==> src/rtl/vc_fifo_memory_if.sv <==
// vc_fifo_memory_if: push/pop request and status bundle for the multi-channel FIFO memory
interface vc_fifo_memory_if #(
  parameter int MAIN_SIZE = 3,
  parameter int DATA_SIZE = 10,
  parameter int CH_SIZE   = 2
);
  localparam int CHANNELS = 2**CH_SIZE;
  logic                 push;
  logic [CH_SIZE-1:0]   push_ch;
  logic [DATA_SIZE-1:0] data_in;
  logic                 pop;
  logic [CH_SIZE-1:0]   pop_ch;
  logic [DATA_SIZE-1:0] data_out;
  logic                 data_out_valid;
  logic [CHANNELS-1:0]  full;
  logic [CHANNELS-1:0]  empty;
  logic [CHANNELS-1:0]  almost_full;
  logic [CHANNELS-1:0]  almost_empty;
  logic [CHANNELS-1:0]  overflow_err;
  logic [CHANNELS-1:0]  underflow_err;
  modport master (
    output push, push_ch, data_in, pop, pop_ch,
    input  data_out, data_out_valid, full, empty, almost_full, almost_empty,
           overflow_err, underflow_err
  );
  modport slave (
    input  push, push_ch, data_in, pop, pop_ch,
    output data_out, data_out_valid, full, empty, almost_full, almost_empty,
           overflow_err, underflow_err
  );
endinterface

==> src/rtl/vc_fifo_memory.sv <==
// vc_fifo_memory: per-virtual-channel circular FIFOs sharing one storage array
module vc_fifo_memory #(
  parameter int MAIN_SIZE = 3,
  parameter int DATA_SIZE = 10,
  parameter int CH_SIZE   = 2,
  parameter int AF_THRESH = 6,
  parameter int AE_THRESH = 1
) (
  input logic clk,
  input logic reset,
  vc_fifo_memory_if.slave bus
);
  localparam int DEPTH    = 2**MAIN_SIZE;
  localparam int CHANNELS = 2**CH_SIZE;
  localparam logic [MAIN_SIZE:0] FULL_C = (MAIN_SIZE+1)'(DEPTH);
  localparam logic [MAIN_SIZE:0] AF_C   = (MAIN_SIZE+1)'(AF_THRESH);
  localparam logic [MAIN_SIZE:0] AE_C   = (MAIN_SIZE+1)'(AE_THRESH);
  logic [DATA_SIZE-1:0] mem_q    [CHANNELS*DEPTH];
  logic [MAIN_SIZE-1:0] wr_ptr_q [CHANNELS];
  logic [MAIN_SIZE-1:0] rd_ptr_q [CHANNELS];
  logic [MAIN_SIZE:0]   cnt_q    [CHANNELS];
  logic [MAIN_SIZE:0]   cnt_d    [CHANNELS];
  logic [DATA_SIZE-1:0] dout_q;
  logic                 dv_q;
  logic [CHANNELS-1:0]  ovf_q, udf_q, full, empty;
  logic                 push_ok, pop_ok;
  for (genvar c = 0; c < CHANNELS; c++) begin : g_flag
    assign full[c]             = cnt_q[c] == FULL_C;
    assign empty[c]            = cnt_q[c] == '0;
    assign bus.almost_full[c]  = cnt_q[c] >= AF_C;
    assign bus.almost_empty[c] = cnt_q[c] <= AE_C;
  end
  assign bus.full           = full;
  assign bus.empty          = empty;
  assign bus.data_out       = dout_q;
  assign bus.data_out_valid = dv_q;
  assign bus.overflow_err   = ovf_q;
  assign bus.underflow_err  = udf_q;
  assign push_ok = bus.push && !full[bus.push_ch];
  assign pop_ok  = bus.pop && !empty[bus.pop_ch];
  // a push and pop both landing on one channel cancel out in its count
  always_comb begin
    for (int i = 0; i < CHANNELS; i++)
      cnt_d[i] = cnt_q[i]
               + (MAIN_SIZE+1)'(push_ok && bus.push_ch == CH_SIZE'(i))
               - (MAIN_SIZE+1)'(pop_ok && bus.pop_ch == CH_SIZE'(i));
  end
  always_ff @(posedge clk)
    if (!reset && push_ok) mem_q[{bus.push_ch, wr_ptr_q[bus.push_ch]}] <= bus.data_in;
  always_ff @(posedge clk) begin
    if (reset) begin
      for (int i = 0; i < CHANNELS; i++) begin
        wr_ptr_q[i] <= '0;
        rd_ptr_q[i] <= '0;
        cnt_q[i]    <= '0;
      end
      dout_q <= '0;
      dv_q   <= 1'b0;
      ovf_q  <= '0;
      udf_q  <= '0;
    end else begin
      if (push_ok) wr_ptr_q[bus.push_ch] <= wr_ptr_q[bus.push_ch] + MAIN_SIZE'(1);
      if (pop_ok) begin
        dout_q                <= mem_q[{bus.pop_ch, rd_ptr_q[bus.pop_ch]}];
        rd_ptr_q[bus.pop_ch]  <= rd_ptr_q[bus.pop_ch] + MAIN_SIZE'(1);
      end
      if (bus.push && !push_ok) ovf_q[bus.push_ch] <= 1'b1;
      if (bus.pop && !pop_ok) udf_q[bus.pop_ch] <= 1'b1;
      dv_q  <= pop_ok;
      cnt_q <= cnt_d;
    end
  end
endmodule

==> src/flat_wrapper.sv <==
// flat-port wrapper written by rule: the top's interface ports become plain ports
module vc_fifo_memory_flat 
#(
  parameter int MAIN_SIZE = 3,
  parameter int DATA_SIZE = 10,
  parameter int CH_SIZE   = 2,
  parameter int AF_THRESH = 6,
  parameter int AE_THRESH = 1
)
  (clk, reset, bus_push, bus_push_ch, bus_data_in, bus_pop, bus_pop_ch, bus_data_out, bus_data_out_valid, bus_full, bus_empty, bus_almost_full, bus_almost_empty, bus_overflow_err, bus_underflow_err);
  vc_fifo_memory_if #(.MAIN_SIZE(MAIN_SIZE), .DATA_SIZE(DATA_SIZE), .CH_SIZE(CH_SIZE)) bus_i ();
  input logic clk;
  input logic reset;
  input wire logic [$bits(bus_i.push)-1:0] bus_push;
  input wire logic [$bits(bus_i.push_ch)-1:0] bus_push_ch;
  input wire logic [$bits(bus_i.data_in)-1:0] bus_data_in;
  input wire logic [$bits(bus_i.pop)-1:0] bus_pop;
  input wire logic [$bits(bus_i.pop_ch)-1:0] bus_pop_ch;
  output wire logic [$bits(bus_i.data_out)-1:0] bus_data_out;
  output wire logic [$bits(bus_i.data_out_valid)-1:0] bus_data_out_valid;
  output wire logic [$bits(bus_i.full)-1:0] bus_full;
  output wire logic [$bits(bus_i.empty)-1:0] bus_empty;
  output wire logic [$bits(bus_i.almost_full)-1:0] bus_almost_full;
  output wire logic [$bits(bus_i.almost_empty)-1:0] bus_almost_empty;
  output wire logic [$bits(bus_i.overflow_err)-1:0] bus_overflow_err;
  output wire logic [$bits(bus_i.underflow_err)-1:0] bus_underflow_err;
  assign bus_i.push = bus_push;
  assign bus_i.push_ch = bus_push_ch;
  assign bus_i.data_in = bus_data_in;
  assign bus_i.pop = bus_pop;
  assign bus_i.pop_ch = bus_pop_ch;
  assign bus_data_out = bus_i.data_out;
  assign bus_data_out_valid = bus_i.data_out_valid;
  assign bus_full = bus_i.full;
  assign bus_empty = bus_i.empty;
  assign bus_almost_full = bus_i.almost_full;
  assign bus_almost_empty = bus_i.almost_empty;
  assign bus_overflow_err = bus_i.overflow_err;
  assign bus_underflow_err = bus_i.underflow_err;
  vc_fifo_memory #(.MAIN_SIZE(MAIN_SIZE), .DATA_SIZE(DATA_SIZE), .CH_SIZE(CH_SIZE), .AF_THRESH(AF_THRESH), .AE_THRESH(AE_THRESH)) u_core (.clk(clk), .reset(reset), .bus(bus_i));
endmodule
==> config.mk <==
export PLATFORM = sky130hd
export DESIGN_NAME = vc_fifo_memory_flat
export DESIGN_NICKNAME = d
export VERILOG_FILES = /design/src/rtl/vc_fifo_memory_if.sv /design/src/rtl/vc_fifo_memory.sv /design/src/flat_wrapper.sv
export SDC_FILE = /design/constraint.sdc
export NUM_CORES = 1
export LEC_CHECK = 0
export BUFFER_PORTS_ARGS = -buffer_cell sky130_fd_sc_hd__buf_4
export CAP_MARGIN = 25
export CORE_ASPECT_RATIO = 0.8
export CORE_UTILIZATION = 48
export CTS_BUF_LIST = sky130_fd_sc_hd__clkbuf_4 sky130_fd_sc_hd__clkbuf_8
export DETAILED_ROUTE_END_ITERATION = 16
export SYNTH_ARGS = -nofsm -noshare
export SYNTH_HDL_FRONTEND = slang
export SYNTH_SLANG_ARGS = --single-unit
==> constraint.sdc <==
create_clock -name clk -period 4.05 [get_ports clk]
set_input_delay 0.405 -clock clk [delete_from_list [all_inputs] [get_ports clk]]
set_output_delay 0.405 -clock clk [all_outputs]
set_load 0.02 [all_outputs]
## Yosys cells after proc, flatten, opt, wreduce, memory -nomap -nowiden

Memories as Yosys holds them, arrays and structs flattened. A register that Yosys moved wholly into a read port is not among the register bits.
Cells that the tools add are included.

| storage, ports and cells | value |
|---|---|
| register bits after elaboration | 25 |
| RAM bits | 344 |
| output and inout port bits | 35 |
| word-level logic and storage cells | 96 |
| memories kept | 3 |

Memory list:

| name | depth | bits a word | rd ports | clocked after memory_dff | write ports | RTL line | RTL |
|---|---|---|---|---|---|---|---|
| u_core.mem_q | 32 | 10 | 1 | 1 | 1 | vc_fifo_memory.sv:18 | `logic [DATA_SIZE-1:0] mem_q [CHANNELS*DEPTH];` |
| u_core.rd_ptr_q | 4 | 3 | 1 | 0 | 4 | vc_fifo_memory.sv:20 | `logic [MAIN_SIZE-1:0] rd_ptr_q [CHANNELS];` |
| u_core.wr_ptr_q | 4 | 3 | 1 | 0 | 4 | vc_fifo_memory.sv:19 | `logic [MAIN_SIZE-1:0] wr_ptr_q [CHANNELS];` |

| operators by class | value |
|---|---|
| add/subtract/negate cells | 10 |
| $lt $le $gt $ge | 12 |
| equality and inequality tests | 10 |
| mux-type cells | 24 |
| bitwise logic cells | 2 |
| reductions and logical operators | 28 |

Operators with widths:

| kind | count |
|---|---|
| $add A4 B1 Y4 | 4 |
| $eq A4 B4 Y1 const B | 4 |
| $ge A4 B3 Y1 const B | 4 |
| $le A4 B1 Y1 const B | 4 |
| $logic_not A4 Y1 | 4 |
| $mux W1 | 16 |
| $sub A4 B1 Y4 | 4 |
| $logic_and A1 B1 Y1 | 15 |
| $eq A2 B2 Y1 const B | 4 |
| $or A4 B4 Y4 | 2 |
| $add A3 B1 Y3 const B | 2 |
| $lt A2 B3 Y1 const B | 2 |
| $mux W3 | 2 |
| $reduce_or A3 Y1 | 2 |
| $logic_not A1 Y1 | 5 |
| $bmux W1 S2 | 2 |
| $demux W1 S2 | 2 |
| $eq A2 B1 Y1 const B | 2 |
| $ge A2 B1 Y1 const B | 2 |
| $logic_not A2 Y1 | 2 |
| $mux W2 | 2 |

## Depth between registers and ports, before layout

Gate-level depths: netlist of run 1.

| depth | value |
|---|---|
| word-level depth | 10 |
| mapped depth | 15 |
| gate-level depth less buffers | 14 |

## Least setup slack after synthesis of run 1

Ideal clock, no wire load.

| timing path | value |
|---|---|
| path kind | register -> register |
| from | reg u_core.cnt_q[14] in the netlist's numbering |
| to | reg u_core.cnt_q[14] in the netlist's numbering |
| arrival | 3144 ps |
| slack | 778 ps |
| stages on the path, launching flop included | 16 |
| path buffers | 1 |
| period minus slack after synthesis | 3272 ps |
| cells stage by stage | dfxtp_1 -> inv_1 -> ha_1 -> nor3b_1 -> a22oi_1 -> and3_1 -> nand2_1 -> clkbuf_1 -> nor2_1 -> ha_1 -> inv_1 -> ha_1 -> inv_1 -> fa_1 -> xor2_1 -> nor2_1 |

| on the way | value |
|---|---|
| elaborated cells between the ends (all ways) | 14 |

RTL lines:

| item | RTL line | RTL |
|---|---|---|
| start, declared | vc_fifo_memory.sv:21 | `logic [MAIN_SIZE:0] cnt_q [CHANNELS];` |
| start signal, assigned | vc_fifo_memory.sv:70 | `cnt_q <= cnt_d;` |
| $logic_not A4 Y1 | vc_fifo_memory.sv:29 | `assign empty[c] = cnt_q[c] == '0;` |
| net bus_empty[0] | flat_wrapper.sv:22 | `output wire logic [$bits(bus_i.empty)-1:0] bus_empty;` |
| $bmux W1 S2 | vc_fifo_memory.sv:40 | `assign pop_ok = bus.pop && !empty[bus.pop_ch];` |
| $mux W1 (implied by the code) | vc_fifo_memory.sv:40 |  |
| $logic_not A1 Y1 | vc_fifo_memory.sv:40 |  |
| $logic_and A1 B1 Y1 | vc_fifo_memory.sv:40 |  |
| $logic_and A1 B1 Y1 | vc_fifo_memory.sv:46 | `- (MAIN_SIZE+1)'(pop_ok && bus.pop_ch == CH_SIZE'(i));` |
| $sub A4 B1 Y4 | vc_fifo_memory.sv:46 |  |

The timed path passes the listed nets, and every way through them passes these cells. The select of a mux whose other input is x is not followed.
A chain may end at the register's enable or synchronous reset.

## Worst setup path in the final report of run 1

| timing path | value |
|---|---|
| from | mem u_core.rd_ptr_q[0][2] |
| to | reg u_core.dout_q[8] (netlist: u_core.bus.data_out[8]) (read register of u_core.mem_q) |

| on the way | value |
|---|---|
| cells in the longest elaborated chain, start to end | 1 |

Ends and longest elaborated chain:

| item | RTL line | RTL |
|---|---|---|
| start, declared | vc_fifo_memory.sv:20 |  |
| $mem_v2 Z4 W3 | - |  |
| end, declared | vc_fifo_memory.sv:23 | `logic [DATA_SIZE-1:0] dout_q;` |

Every way passes these cells.

==> summary.md, run 1 <==
| Metric | Value |
|---|---|
| Hold depth | `2` |
| Clk slew on worst S/H paths | `0.06 ns` |
| Fraction of layout cells with a size suffix above 1 | `0.188` |
| Nets | `1280` |
| Initial DRC count | `879` |
| Dominant cells by area after synthesis | `edfxtp_1 65%, mux2i_1 5.0%, dfxtp_1 4.4%, ha_1 2.9%, nor2_1 2.3%` |
| Maximum VDD drop | `0.282 mV` |
| Leakage | `6.39 nW` |
| Routed length on met2 | `15900 um` |
| Gr usage total | `0.229` |
| Final Core Density | `0.556` |
| Required @ worst endpoint | `4.52 ns` |
| Final Worst Setup Slack | `0.722 ns` |
| Number of global-route vias before repair | `8851` |
| Die width | `206 um` |
| Worst-Margin Slew | `0.972 ns` |
| Final Total Pwr | `0.00925 W` |
| Mapped Cells | `1115` |
| Final-report max-slew violation count | `0` |
| Post-Route WL | `38600 um` |
| R2R Path End | `u_core.bus.data_out[8]$_SDFFE_PP0P_` |
| Critical path class | `flop to flop` |
| Clock skew | `0.0297 ns` |
| Synth cell count leaders | `344 x edfxtp_1, 98 x nor2_1, 85 x nand2_1` |
| Placer Congestion | `0.825` |
| Syn Area/Cell | `14.3 um2` |
| Top Metal Used | `met5` |
| Avg WL per Cell | `22.8 um` |
| CP Capture Type | `flop` |
| Post-synth top area share | `0.647` |
| #FFs+latches synth | `379` |
| Initial antenna violation count | `1` |
| Worst Reg-to-Reg Cells | `7` |
| Sequential-to-total area share from yosys stat | `0.691` |
| RSZ-0062 raised after global routing | `no` |
| DRC viols | `0` |
| Number of enable flip-flop cells after synthesis | `344` |
| Setup TNS | `0 ns` |
| Cts hold-fix bufs | `0` |
| Dominant cell type by area after synthesis | `edfxtp_1` |
| Most used DFF post-synth | `edfxtp_1` |
| Mapped cell area | `0.0160 mm2` |
| Core Region | `0.0326 mm2` |
| Final hold slack | `0.206 ns` |
| Setup Buffers After CTS | `0` |
| Pin count of the biggest net entering global routing | `73` |
| Core Rows | `59` |
| Ys async rst share | `0` |
| Period utilization | `0.822` |
| Die area | `0.0340 mm2` |
| H-tree levels | `2` |
| Aggregate global routing overflow | `0` |
| Crit path arrival time | `3.80 ns` |
| Synth warn | `0` |
| Ports | `53` |
| Die Y | `165 um` |
| Status | `completed` |
| Worst Hold Class | `input port to flop` |
| Vias post-DR | `9501` |
| CTS resizes | `0` |
| Fmax | `300 MHz` |
| Period minus WS final | `3.33 ns` |
| Worst Hold End | `u_core.wr_ptr_q[0][2]$_SDFFCE_PN0P_` |
| Critical path startpoint category | `flop` |
| Syn Nets | `1174` |
| Post-place setup slack | `0.542 ns` |
| Clock sinks | `379` |
| Area growth, synth to finish | `13.7%` |
| Router iterations before antenna repair | `5` |
| Max_cap viols | `0` |
| Antenna Cells | `0` |
| Final setup viols | `0` |
| Netlist cell types | `46` |
| First-pass GRT wire length | `56200 um` |
| Flop2flop setup slack | `0.72 ns` |
| Post-DP HPWL | `24400 um` |
| Initial Util | `0.489` |
| HP Start | `bus_push_ch[0]` |
| Met3 wire length | `3260 um` |
| Hold Violations, Final | `0` |
| Critical path peak fanout | `36` |
| Count leader, synth | `edfxtp_1` |
| WL met1 | `18800 um` |
| CTS buffer count | `58` |
| Root Buffer | `clkbuf_8` |
| DR vias/cell | `5.61` |
| Port bufs | `52` |
| Worst-case clock buffer depth | `3` |
| Start of the worst register-to-register path | `u_core.rd_ptr_q[0][2]$_SDFFCE_PN0P_` |
| Worst-Skew Late Latency | `0.62 ns` |
| Routed Antenna Nets | `0` |
| PwrDens | `509 mW/mm2` |
| Worst slew margin | `0.349` |
| CTS tree | `built` |
-- where the power goes --
group | switching, W | leakage, nW | internal (W)
sequential | 0.0000821 | 3.42 | 0.00439
combinational | 0.000987 | 2.36 | 0.000603
clock | 0.00147 | 0.615 | 0.00172
-- metal layers --
layer  GRT usage  up-vias
met5           0        -
met2       0.313      347
li1            -     4417
met4      0.0615        2
met3      0.0585       49
met1       0.358     4686
-- worst max-delay path by stage --
stage | startpoint | endpoint | slack [ns]
2_1_floorplan | u_core.cnt_q[14]$_SDFF_PP0_ | u_core.cnt_q[14]$_SDFF_PP0_ | 0.78
3_3_place_gp | bus_pop_ch[0] | u_core.bus.data_out[8]$_SDFFE_PP0P_ | 0.57
3_5_place_dp | bus_pop_ch[0] | u_core.bus.data_out[8]$_SDFFE_PP0P_ | 0.54
4_1_cts | u_core.rd_ptr_q[0][2]$_SDFFCE_PN0P_ | u_core.bus.data_out[8]$_SDFFE_PP0P_ | 0.80
5_1_grt | u_core.rd_ptr_q[0][2]$_SDFFCE_PN0P_ | u_core.bus.data_out[8]$_SDFFE_PP0P_ | 0.65
6_report | u_core.rd_ptr_q[0][2]$_SDFFCE_PN0P_ | u_core.bus.data_out[8]$_SDFFE_PP0P_ | 0.72
-- flip-flops by register name, summed over array words and instances, names as in the netlist --
register and count:
u_core.bus.underflow_err 4, u_core.mem_q 320, u_core.bus.data_out_valid 1, u_core.wr_ptr_q 12, u_core.rd_ptr_q 12, u_core.bus.overflow_err 4
u_core.bus.data_out 10, u_core.cnt_q 16
-- cell usage in the layout, fill, tap and decap left out, types with 4 or more instances in the layout --
| cell | netlist | final |
|---|---|---|
| dfxtp_1 | 35 | 35 |
| clkbuf_8 | 0 | 61 |
| nor4_1 | 11 | 11 |
| clkinv_2 | 0 | 4 |
| edfxtp_1 | 344 | 344 |
| a21oi_1 | 48 | 48 |
| fa_1 | 4 | 4 |
| a21o_1 | 4 | 4 |
| nor3b_1 | 8 | 8 |
| clkinv_1 | 0 | 14 |
| a22oi_1 | 20 | 20 |
| mux2_2 | 14 | 14 |
| ha_1 | 37 | 37 |
| mux2i_1 | 79 | 77 |
| a311oi_1 | 21 | 21 |
| nor2b_1 | 40 | 40 |
| or2_2 | 11 | 11 |
| nand2_1 | 85 | 85 |
| inv_1 | 36 | 36 |
| buf_4 | 4 | 102 |
| mux4_2 | 5 | 4 |
| a211oi_1 | 32 | 32 |
| xnor2_1 | 6 | 6 |
| xor2_1 | 4 | 4 |
| nand2b_1 | 5 | 5 |
| o21ai_0 | 11 | 11 |
| and3_1 | 5 | 5 |
| a32o_1 | 9 | 9 |
| clkbuf_4 | 0 | 22 |
| nor2_1 | 98 | 98 |
| nand3_1 | 30 | 30 |
| o32ai_1 | 10 | 10 |
| nor3_1 | 17 | 17 |
| mux2_4 | 10 | 10 |
-- layout make-up --
class	count	area, um2
tap	427	534
clock buffer	83	1000
multi-input combinational	641	4490
timing repair buffer	104	806
fill	2628	14500
clock inverter	22	150
sequential	379	11000
inverter	37	139
-- logic make-up after synthesis --
logic type	after synthesis	share of synthesized area
xor gates and xnor gates	10	0.00549
buffers and inverters	95	0.0284
DFF	379	0.691
adders and majority gates	41	0.0340
AOI/OAI and AO/OA	160	0.0701
and+or+nand+nor	322	0.0950
muxes	108	0.0759
-- metrics by stage --
step                      cells  area [um2]
after detailed placement   1588       17000
final                      1693       18200
after global placement     1588       17000
after global routing       1693       18200
after floorplan            1115       16000
after CTS                  1693       18200
-- worst max-delay path: stages (launching register included) --
cell	delay (ns)
edfxtp_1	0.44
mux4_4	0.96
buf_4	0.34
mux2_2	0.31
a22oi_1	0.20
nand3_1	0.16
nor4_1	0.58
a311oi_1	0.17
(Power assumes the default switching activity.)
==> run 2, diff against run 1 <==
==> constraint.sdc (replaced) <==
create_clock -name clk -period 3.24 [get_ports clk]
set_input_delay 0.324 -clock clk [delete_from_list [all_inputs] [get_ports clk]]
set_output_delay 0.324 -clock clk [all_outputs]
set_load 0.02 [all_outputs]
==> run 2 against run 1 <==
First-iteration DRC count is 0.68% higher. Die area stayed put. Critical path depth stayed put. Worst hold slack worse by 0.088 ns. Total power is 23% higher. Critical path type unchanged. Largest cell class unchanged.
==> summary.md, run 2 (same netlist as run 1, synthesis figures left out) <==
| Metric | Value |
|---|---|
| Status | `completed` |
| Post-place setup slack | `0.125 ns` |
| Critical path startpoint category | `flop` |
| Start of the worst register-to-register path | `u_core.rd_ptr_q[0][2]$_SDFFCE_PN0P_` |
| Hold Violations, Final | `0` |
| Final Worst Setup Slack | `0.246 ns` |
| Antenna Cells | `0` |
| Initial DRC count | `885` |
| Cts hold-fix bufs | `0` |
| Max_cap viols | `0` |
| Router iterations before antenna repair | `5` |
| RSZ-0062 raised after global routing | `no` |
| Ports | `53` |
| Fraction of layout cells with a size suffix above 1 | `0.192` |
| Final setup viols | `0` |
| CP Cell Sequence | `mux4_4 -> buf_12 -> mux2_4 -> a22oi_1 -> nand3_1 -> nor4_1 -> a311oi_1` |
| PwrDens | `627 mW/mm2` |
| # fillers | `2657` |
| Critical path class | `flop to flop` |
| CTS resizes | `0` |
| R2R Path End | `u_core.bus.data_out[9]$_SDFFE_PP0P_` |
| Max FFs per register | `320` |
| CTS tree | `built` |
| Met3 Track Usage GR | `0.0398` |
| Initial antenna violation count | `0` |
| Crit-path slowest cell | `mux4_4` |
| Worst Reg-to-Reg Cells | `7` |
| Fmax | `334 MHz` |
| Avg WL per Cell | `22.9 um` |
| Die width | `206 um` |
| Worst slew margin | `0.470` |
| Worst-case clock buffer depth | `3` |
| Clock sinks | `379` |
| Met2 usage | `0.340` |
| DRC viols | `0` |
| Crit path arrival time | `3.45 ns` |
| Period minus WS final | `2.99 ns` |
| Worst-Skew Late Latency | `0.61 ns` |
| Core Rows | `59` |
| Leakage | `6.42 nW` |
| Crit. path cell count | `7` |
| Placer Congestion | `0.841` |
| Most common cell after layout, fill and taps aside | `edfxtp_1` |
| Pin count of the biggest net entering global routing | `50` |
| First-pass GRT wire length | `57900 um` |
| DR vias/cell | `5.63` |
| Clk slew on worst S/H paths | `0.06 ns` |
| Critical path peak fanout | `41` |
| Post-DP HPWL | `24800 um` |
| Die area | `0.0340 mm2` |
| Setup crit end | `u_core.bus.data_out[9]$_SDFFE_PP0P_` |
| Clock skew | `0.0139 ns` |
| Root Buffer | `clkbuf_8` |
| GR Util met1 | `0.363` |
| Most frequent cells in the layout | `344 x edfxtp_1, 104 x buf_4, 97 x nor2_1` |
| Worst-Margin Slew | `0.792 ns` |
| Maximum VDD drop | `0.339 mV` |
| Multi-input logic area | `0.00450 mm2` |
| CTS buffer count | `60` |
| Flop2flop setup slack | `0.25 ns` |
| Nets | `1288` |
| Vias post-DR | `9584` |
| Core Region | `0.0326 mm2` |
| Storage cell area | `0.0110 mm2` |
| Initial Util | `0.489` |
| Crit path max-delay family | `multiplexers` |
| Number of global-route vias before repair | `9143` |
| Setup TNS | `0 ns` |
| Most used routing layer in global routing | `met1` |
| Required @ worst endpoint | `3.70 ns` |
| CP Capture Type | `flop` |
| H-tree levels | `2` |
| Setup Buffers After CTS | `0` |
| Buffers & Inverters on Critical Path | `1` |
| Final-report max-slew violation count | `0` |
| Aggregate global routing overflow | `0` |
| Worst Setup SP | `u_core.rd_ptr_q[0][2]$_SDFFCE_PN0P_` |
| Port bufs | `52` |
| Gr usage total | `0.236` |
| Die Y | `165 um` |
| Period utilization | `0.924` |
| Max incr delay on CP | `0.68 ns` |
| Worst Hold Class | `input port to flop` |
| Routed Antenna Nets | `0` |
| Area growth, synth to finish | `14.1%` |
| Post-Route WL | `39000 um` |
-- run 2: cell count changes in the layout (fill, tap and decap cells not counted), sizes merged --
cell	change
buf	+6
clkinv	+6
bufinv	-2
inv	-2
-- run 2: layout make-up --
class,count,area share
tap,427,0.0293
inverter,37,0.00763
timing repair buffer,110,0.0495
clock inverter,24,0.00529
sequential,379,0.606
clock buffer,83,0.0552
multi-input combinational,641,0.247
-- run 2: tightest hold or removal path, stage by stage --
cell     delay, ns
buf_4         0.19
a31oi_1       0.10
nor2_1        0.07
-- run 2: per-stage QoR --
step / hold slack (ns) / cell area, um2 / instances / power, W / utilization
5_1_grt: 0.123 / 18200 / 1701 / 0.0119 / 0.558
3_5_place_dp: 0.461 / 17100 / 1594 / 0.00771 / 0.524
2_1_floorplan: 0.423 / 16000 / 1115 / 0.00694 / -
3_3_place_gp: 0.454 / 17100 / 1594 / 0.00769 / 0.524
6_report: 0.118 / 18200 / 1701 / 0.0114 / 0.558
4_1_cts: 0.0832 / 18200 / 1701 / 0.0115 / 0.558
-- run 2: routing by layer --
metal | wire length [um] | vias up
met5 | 0 | -
met3 | 3020 | 62
met4 | 939 | 0
met1 | 18200 | 4761
met2 | 16800 | 332
li1 | - | 4429
-- run 2: how the worst min path moves through the flow --
| stage | depth (start not counted) | endpoint | slack [ns] | from |
|---|---|---|---|---|
| 6_report | 3 | u_core.bus.underflow_err[3]$_SDFFE_PP0P_ | 0.12 | bus_pop_ch[0] |
| 5_1_grt | 3 | u_core.bus.underflow_err[3]$_SDFFE_PP0P_ | 0.12 | bus_pop_ch[0] |
| 4_1_cts | 3 | u_core.bus.underflow_err[3]$_SDFFE_PP0P_ | 0.08 | bus_pop_ch[0] |
| 3_5_place_dp | 2 | u_core.bus.underflow_err[1]$_SDFFE_PP0P_ | 0.46 | u_core.bus.underflow_err[1]$_SDFFE_PP0P_ |
| 3_3_place_gp | 2 | u_core.bus.overflow_err[1]$_SDFFE_PP0P_ | 0.45 | u_core.bus.overflow_err[1]$_SDFFE_PP0P_ |
| 2_1_floorplan | 0 | u_core.mem_q[0][0]$_DFFE_PP_ | 0.42 | bus_data_in[0] |
-- run 2: power breakdown --
part / switching, W / internal [W] / total [W] / leakage [nW]
sequential: 0.000105 / 0.00548 / 0.00559 / 3.42
clock: 0.00181 / 0.00198 / 0.00379 / 0.589
combinational: 0.00124 / 0.000790 / 0.00203 / 2.42
total: 0.00315 / 0.00826 / 0.0114 / 6.42
